<file path="config.mk">
export PLATFORM = sky130hd
export DESIGN_NAME = w450_prefetch
export DESIGN_NICKNAME = d
export VERILOG_FILES = /design/src/rtl/w450_prefetch.sv
export SDC_FILE = /design/constraint.sdc
export NUM_CORES = 1
export LEC_CHECK = 0
export BUFFER_PORTS_ARGS = -buffer_cell sky130_fd_sc_hd__clkbuf_2
export CAP_MARGIN = 20
export CORE_UTILIZATION = 60
export DETAILED_ROUTE_END_ITERATION = 16
export PLACE_DENSITY = 0.9
export SETUP_SLACK_MARGIN = 0.05
export SLEW_MARGIN = 20
export SYNTH_ARGS = -nofsm -noshare
export SYNTH_HDL_FRONTEND = slang
export SYNTH_SLANG_ARGS = --single-unit
</file>
<file path="constraint.sdc">
create_clock -name clk -period 4.62 [get_ports clk]
set_clock_uncertainty 0.15 [all_clocks]
set_input_delay 0.462 -clock clk [delete_from_list [all_inputs] [get_ports clk]]
set_output_delay 0.462 -clock clk [all_outputs]
set_load 0.1 [all_outputs]
</file>
<file path="src/rtl/w450_prefetch.sv">
// ---------------------------------------------------------------------------
// w450_prefetch
//
// Instruction prefetch queue for the w450 core. The block drives the program
// memory read address directly and runs ahead of the core. It buffers up to
// DEPTH instruction bytes together with the address each one was fetched
// from. The core consumes entries through a valid/ready handshake. A
// redirect (taken branch or jump) flushes the queue and restarts fetch at a
// new address.
//
// Parameters
//   n      data and address width in bits
//   DEPTH  number of queue entries (power of two, at least 2)
//   AW     log2(DEPTH), the pointer width
//
// Ports
//   clk          rising-edge clock
//   reset        asynchronous active-low reset
//   mem_rd_addr  program memory read address (the fetch_pc register)
//   mem_rd_data  program memory read data, combinational from mem_rd_addr
//   fetch_en     1 = new pushes allowed; pops and redirect work regardless
//   redirect     1 = flush the queue and load fetch_pc from redirect_pc
//   redirect_pc  new fetch address, sampled while redirect=1
//   instr_valid  head entry present
//   instr_ready  core accepts the head entry this cycle
//   instr_data   head entry instruction byte
//   instr_pc     address the head entry was fetched from
//   count        current occupancy, 0..DEPTH
// ---------------------------------------------------------------------------
module w450_prefetch #(
    parameter int n     = 8,
    parameter int DEPTH = 4,
    parameter int AW    = 2
) (
    input  logic          clk,
    input  logic          reset,
    output logic [n-1:0]  mem_rd_addr,
    input  logic [n-1:0]  mem_rd_data,
    input  logic          fetch_en,
    input  logic          redirect,
    input  logic [n-1:0]  redirect_pc,
    output logic          instr_valid,
    input  logic          instr_ready,
    output logic [n-1:0]  instr_data,
    output logic [n-1:0]  instr_pc,
    output logic [AW:0]   count
);

    localparam logic [AW:0] DEPTH_C = (AW+1)'(DEPTH);

    // Queue state
    logic [n-1:0]  fetch_pc_q, fetch_pc_d;
    logic [AW-1:0] rd_ptr_q,   rd_ptr_d;
    logic [AW-1:0] wr_ptr_q,   wr_ptr_d;
    logic [AW:0]   count_q,    count_d;

    // Entry storage; each entry needs an async clear, so these are flops
    logic [n-1:0]  data_q [DEPTH];
    logic [n-1:0]  data_d [DEPTH];
    logic [n-1:0]  pc_q   [DEPTH];
    logic [n-1:0]  pc_d   [DEPTH];

    logic          pop;
    logic          push;

    // Redirect suppresses both handshakes so the flush sees a clean queue.
    // A push into a full queue is allowed only when the head leaves in the
    // same cycle, which is what keeps streaming at one entry per cycle.
    always_comb begin
        pop  = (count_q != '0) & instr_ready & ~redirect;
        push = fetch_en & ~redirect & ((count_q < DEPTH_C) | pop);
    end

    always_comb begin
        fetch_pc_d = fetch_pc_q;
        rd_ptr_d   = rd_ptr_q;
        wr_ptr_d   = wr_ptr_q;
        count_d    = count_q;

        if (redirect) begin
            fetch_pc_d = redirect_pc;
            rd_ptr_d   = '0;
            wr_ptr_d   = '0;
            count_d    = '0;
        end else begin
            if (push) begin
                wr_ptr_d   = wr_ptr_q + AW'(1);
                fetch_pc_d = fetch_pc_q + n'(1);   // silent wrap at 2^n-1
            end
            if (pop) begin
                rd_ptr_d = rd_ptr_q + AW'(1);
            end
            case ({push, pop})
                2'b10:   count_d = count_q + (AW+1)'(1);
                2'b01:   count_d = count_q - (AW+1)'(1);
                default: count_d = count_q;
            endcase
        end
    end

    always_ff @(posedge clk or negedge reset) begin
        if (!reset) begin
            fetch_pc_q <= '0;
            rd_ptr_q   <= '0;
            wr_ptr_q   <= '0;
            count_q    <= '0;
        end else begin
            fetch_pc_q <= fetch_pc_d;
            rd_ptr_q   <= rd_ptr_d;
            wr_ptr_q   <= wr_ptr_d;
            count_q    <= count_d;
        end
    end

    // One write-enabled register pair per entry
    generate
        for (genvar gi = 0; gi < DEPTH; gi++) begin : g_entry
            always_comb begin
                data_d[gi] = data_q[gi];
                pc_d[gi]   = pc_q[gi];
                if (push && (wr_ptr_q == AW'(gi))) begin
                    data_d[gi] = mem_rd_data;
                    pc_d[gi]   = fetch_pc_q;
                end
            end

            always_ff @(posedge clk or negedge reset) begin
                if (!reset) begin
                    data_q[gi] <= '0;
                    pc_q[gi]   <= '0;
                end else begin
                    data_q[gi] <= data_d[gi];
                    pc_q[gi]   <= pc_d[gi];
                end
            end
        end
    endgenerate

    assign mem_rd_addr = fetch_pc_q;
    assign instr_valid = (count_q != '0);
    assign instr_data  = data_q[rd_ptr_q];
    assign instr_pc    = pc_q[rd_ptr_q];
    assign count       = count_q;

endmodule

</file>
# After elaboration in Yosys (flattened, before gate mapping)
# Cells that the tools add are included.
totals:
  ff_bits: 79
  memories: 0
  in_bits: 21
  output_inout_bits: 28
  rom_bits: 0
  wordCells: 54
  latch_bits: 0
  mem_bits_rw: 0
classes:
  multipliers: 0
  shift: 0
  n_eq_ne: 5
  n_bitwise: 7
  div_mod_pow: 0
  n_reduce_logical: 9
  addsub: 5
  magnitude_cmp: 2
  mux: 14
ops:
  columns: ["cell", "count"]
  rows:
  - ["two-way mux 8 bit", 6]
  - ["binary-select mux 8 bit (select 2 bit)", 2]
  - ["adder 8 x 1 -> 8 bit, second input constant", 1]
  - ["two-way mux 2 bit", 4]
  - ["equality test 2 bit, second input constant", 3]
  - ["case mux 3 bit (2 select lines)", 1]
  - ["nonzero test 3 bit", 2]
  - ["adder 2 x 1 -> 2 bit, second input constant", 2]
  - ["bitwise AND 1 bit", 4]
  - ["equality test 2 x 1 -> 1 bit, second input constant", 2]
  - ["logical AND 1 bit", 4]
  - ["nonzero test 2 bit", 2]
  - ["adder 3 x 1 -> 3 bit, second input constant", 1]
  - [">= comparator 3 bit, second input constant", 1]
  - ["less-than comparator 3 bit, second input constant", 1]
  - ["two-way mux 3 bit", 1]
  - ["inverter 2 -> 3 bit", 1]
  - ["subtractor 3 x 1 -> 3 bit, second input constant", 1]
  - ["logical NOT 2 bit", 1]
  - ["inverter 1 bit", 1]
  - ["bitwise OR 1 bit", 1]

# Depth between registers and ports, before layout
depth:
  word_depth: 8
  depth_mapped: 9
  depth_no_buf: 8

# Least setup slack after synthesis
# Ideal clock, no wire load.
synth_path:
  path_type: "register to register"
  from: "reg count_q[2], in the netlist count[2]"
  to: "reg count_q[1], in the netlist count[1]"
  setup_ns: 0.136
  slack_ns: 1.335
  required_ns: 4.334
  arrival_ns: 3.000
  path_stages_with_launch: 10
  cell_sequence: "dfrtp_1 > buf_6 > or3_1 > nand2_1 > nor3_1 > fa_1 > nor2_1 > a21oi_1 > nor2_1 > nor3_1"
synth_between:
  elab_chain_len: 8
  word_cells_on_any_way: 11
synth_lines:
  columns: ["item", "line", "rtl"]
  rows:
  - ["start: declaration", "55", "logic [AW:0] count_q, count_d;"]
  - ["start signal: assignment", "111", "count_q <= count_d;"]
  - ["nonzero test 3 bit *", null, null]
  - ["via instr_valid", "42", "output logic instr_valid,"]
  - ["bitwise AND 1 bit * (2 in series)", "70", "pop = (count_q != '0) & instr_ready & ~redirect;"]
  - ["bitwise OR 1 bit", "71", "push = fetch_en & ~redirect & ((count_q < DEPTH_C) | pop);"]
  - ["bitwise AND 1 bit", "71", null]
  - ["equality test 2 x 1 -> 1 bit / equality test 2 bit (equally long branches)", "93", "case ({push, pop})"]
  - ["case mux 3 bit (2 select lines)", "93", null]
  - ["two-way mux 3 bit", "80", "if (redirect) begin"]
# Mark *: on every way through the listed nets, which the timed path passes. The rest lies on a longest branch.
# A chain may end at the register's enable or synchronous reset.

# Final worst setup path
layout_path:
  from: "reg rd_ptr_q[0]"
  to: "out instr_pc[5]"
layout_between:
  elab_chain_len: 4
layout_lines:
  columns: ["item", "line", "rtl"]
  rows:
  - ["start: declaration", "53", "logic [AW-1:0] rd_ptr_q, rd_ptr_d;"]
  - ["start signal: assignment", "109", "rd_ptr_q <= rd_ptr_d;"]
  - ["inverter 2 -> 3 bit (not written as such)", "142", "assign instr_pc = pc_q[rd_ptr_q];"]
  - ["binary-select mux 8 bit (select 2 bit)", "142", null]
  - ["two-way mux 8 bit (not written as such) (2 in series)", "142", null]
  - ["end: declaration", "45", "output logic [n-1:0] instr_pc,"]
# No other way between the ends. The select of a mux whose other input is x is not followed.

==> results.json <==
{
  "status": "finished, final reports clean",
  "synth_area_leaders": "dfrtp_1 51%, mux2_4 15%, mux4_2 9.2%",
  "critical-path-top-delay-family": "flip-flops",
  "end_kind": "output port",
  "grt_use_total_pct": 23.52,
  "p_seq_share_pct": 39.8,
  "hold_slack_ps": 123.5,
  "setup_violations": 0,
  "start_util_pct": 61.87,
  "dieWidth_um": 82.69,
  "root_buffer": "clkbuf_8",
  "final_nets": 336,
  "antenna_found_initial": 0,
  "grt_pass1_vias": 2353,
  "ant_nets": 0,
  "fin_util_pct": 68.75,
  "setup_ws_ps": 1889,
  "finalHoldViolations": 0,
  "layout-drive-gt1-share_pct": 48.09,
  "cts_tree": "yes",
  "timing.final.crit_share_pct": 59.12,
  "switching_share_pct": 41.86,
  "synth_area_per_cell_um2": 14.69,
  "path_cells": "mux4_2 -> clkbuf_2",
  "ir_worst_vdd_mv": 0.4590,
  "diodes": 0,
  "cts_sinks": 79,
  "cp-start-kind": "flip-flop",
  "drt-vias-per-instance": 5.980,
  "via_count": 2338,
  "criticalPathCategory": "reg2out",
  "p_switching_w": 0.001108,
  "areaGrowthSynthToFinish_pct": 11.11,
  "clkPwrFrac_pct": 19.2,
  "cpPeakStageDelay_ps": 770,
  "ys_ff_latch": 79,
  "worst_slew_pin_slew_ps": 955.4,
  "cpMaxStageDelayCell": "dfrtp_2",
  "cts_setup_buffers": 0,
  "netlist_area_um2": 3906,
  "tns_ps": 0,
  "max_cap_violations": 0,
  "grt_pass1_wl_um": 11570,
  "layout_min_cycle_time_ps": 2731,
  "ys_warn_count": 0,
  "syn-instance-count": 266,
  "gp_congestion": 0.7358,
  "worst-endpoint-arrival_ps": 2120,
  "clk_latency_ps": 350,
  "power_frac_comb_pct": 41.0,
  "grt_max_degree": 80,
  "max_freq_mhz": 366.1,
  "post-place-ws_ps": 1849,
  "grt_overflow": 0,
  "ys_seq_area_share_pct": 50.61,
  "synth_nets": 293,
  "leakagePower_nw": 2.122,
  "cts_hold_buf": 0,
  "clock_path_buffers": 2,
  "power_density_nw_per_um2": 610.1,
  "dpl-instance-area_um2": 4141,
  "maxSlewViolCount": 0,
  "cp.buffers_inverters": 1,
  "wl_per_cell_um": 18.43,
  "yosysTopAreaCell": "dfrtp_1",
  "cts_resized": 0,
  "path_max_fanout": 18,
  "io_buffers": 48,
  "clkTransAtPathRegs_ps": 80,
  "async_reset_ff_share_pct": 100.0,
  "synth_top_flop_cell": "dfrtp_1",
  "drc": 0,
  "relSlewSlack_pct": 36.31,
  "p_int_w": 0.001540,
  "rows": 29,
  "clock_tree.htree_level_count": 3,
  "hold_class": "in2async",
  "synth_edf_count": 0,
  "cts_buffers": 9,
  "design_area_um2": 4340,
  "rsz0062_at_grt": "no",
  "hpwlAfterDp_um": 4586,
  "core_area_um2": 6314,
  "cp_data_required_time_ps": 4010,
  "wl_um": 7207,
  "dieArea_um2": 6837,
  "first_iter_violations": 117,
  "num_io_pins": 49,
  "synth_top_area_share_pct": 50.61,
  "yosys.cell_types.count": 34,
  "drt-pass1-iter-count": 4,
  "die_h_um": 82.69
}
[flip-flops by register name, indices dropped and copies added, names as in the netlist]
register     cells
data_q          32
mem_rd_addr      8
wr_ptr_q         2
pc_q            32
count            3
rd_ptr_q         2
[cell usage after synthesis, types with 3 or more instances]
master,count
mux2_2,24
dfrtp_1,79
nand2_1,13
ha_1,5
o21ai_0,10
buf_6,5
a21oi_1,4
mux4_2,16
nor3_1,5
mux2_4,40
nand2b_1,4
inv_1,3
nor2_1,11
clkbuf_1,8
xnor2_1,5
xor2_1,4
nand3_1,5
nand2_4,4
[per-layer routing]
metal	global-route usage [%]	vias up	part of all wire (%)
met3	4.286	16	4.4
li1	-	1048	-
met5	0	-	0
met4	11.72	0	2.1
met2	36.89	79	47
met1	31.52	1195	46
[through the flow]
step                      cells  power (W)
final                       391   0.002648
after global routing        391   0.002761
after CTS                   391   0.002657
after detailed placement    375   0.002152
after global placement      375   0.002111
after floorplan             266   0.002000
[layout by cell type, fill, tap and decap left out, types with 5 or more instances in the layout]
cell type | netlist | layout
dfrtp_1 | 79 | 78
clkbuf_8 | 0 | 10
clkbuf_2 | 0 | 47
nand3_1 | 5 | 5
mux2_4 | 40 | 40
ha_1 | 5 | 5
mux4_2 | 16 | 16
nor2_1 | 11 | 11
mux2_2 | 24 | 24
o21ai_0 | 10 | 10
nand2_1 | 13 | 13
xnor2_1 | 5 | 5
nor3_1 | 5 | 5
[worst reg2reg max path, cell delays in order (launching register included)]
cell and delay [ps]:
dfrtp_1 480, or3_1 460, nand2_1 130, nor3_1 60, fa_1 550, nor2_1 70, a21oi_1 140, nor2_1 50
nor3_1 130
[layout make-up]
| class | instances | area, µm² |
|---|---|---|
| Sequential cell | 79 | 1978 |
| Fill cell | 439 | 1973 |
| Multi-Input combinational cell | 168 | 1814 |
| Timing Repair Buffer | 48 | 242.7 |
| Clock buffer | 10 | 137.6 |
| Tap cell | 77 | 96.34 |
| Clock inverter | 6 | 60.06 |
| Inverter | 3 | 11.26 |
[path summary, 6_finish.rpt]
check	startpoint	to	slack, ps	depth (start not counted)
worst max-delay path	rd_ptr_q[0]	instr_pc[5]	1890	2
worst min-delay path	reset	pc_q[22]	120	1
worst max register to register	count[1]	count[1]	2310	8
worst min register to register	pc_q[10]	pc_q[10]	360	1
max in group asynchronous	reset	rd_ptr_q[0]	3540	1
min in group clk	redirect_pc[2]	mem_rd_addr[2]	160	3
[logic make-up after synthesis]
kind of cell | synth area share (%)
muxes | 31.77
DFF | 50.61
and+or+nand+nor | 7.559
AOI/OAI and AO/OA | 2.979
buffers and inverters | 2.947
xor gates and xnor gates | 2.018
adders and majority gates | 2.114
[power by group through the flow]
stage	logic, W	clock network [W]	registers [W]
2_1_floorplan	0.000936	0	0.00106
3_3_place_gp	0.00107	0	0.00104
3_5_place_dp	0.00109	0	0.00106
4_1_cts	0.00109	0.000516	0.00105
5_1_grt	0.00114	0.000546	0.00108
6_report	0.00109	0.000509	0.00105
No activity file was read; power rests on OpenSTA's default activity.
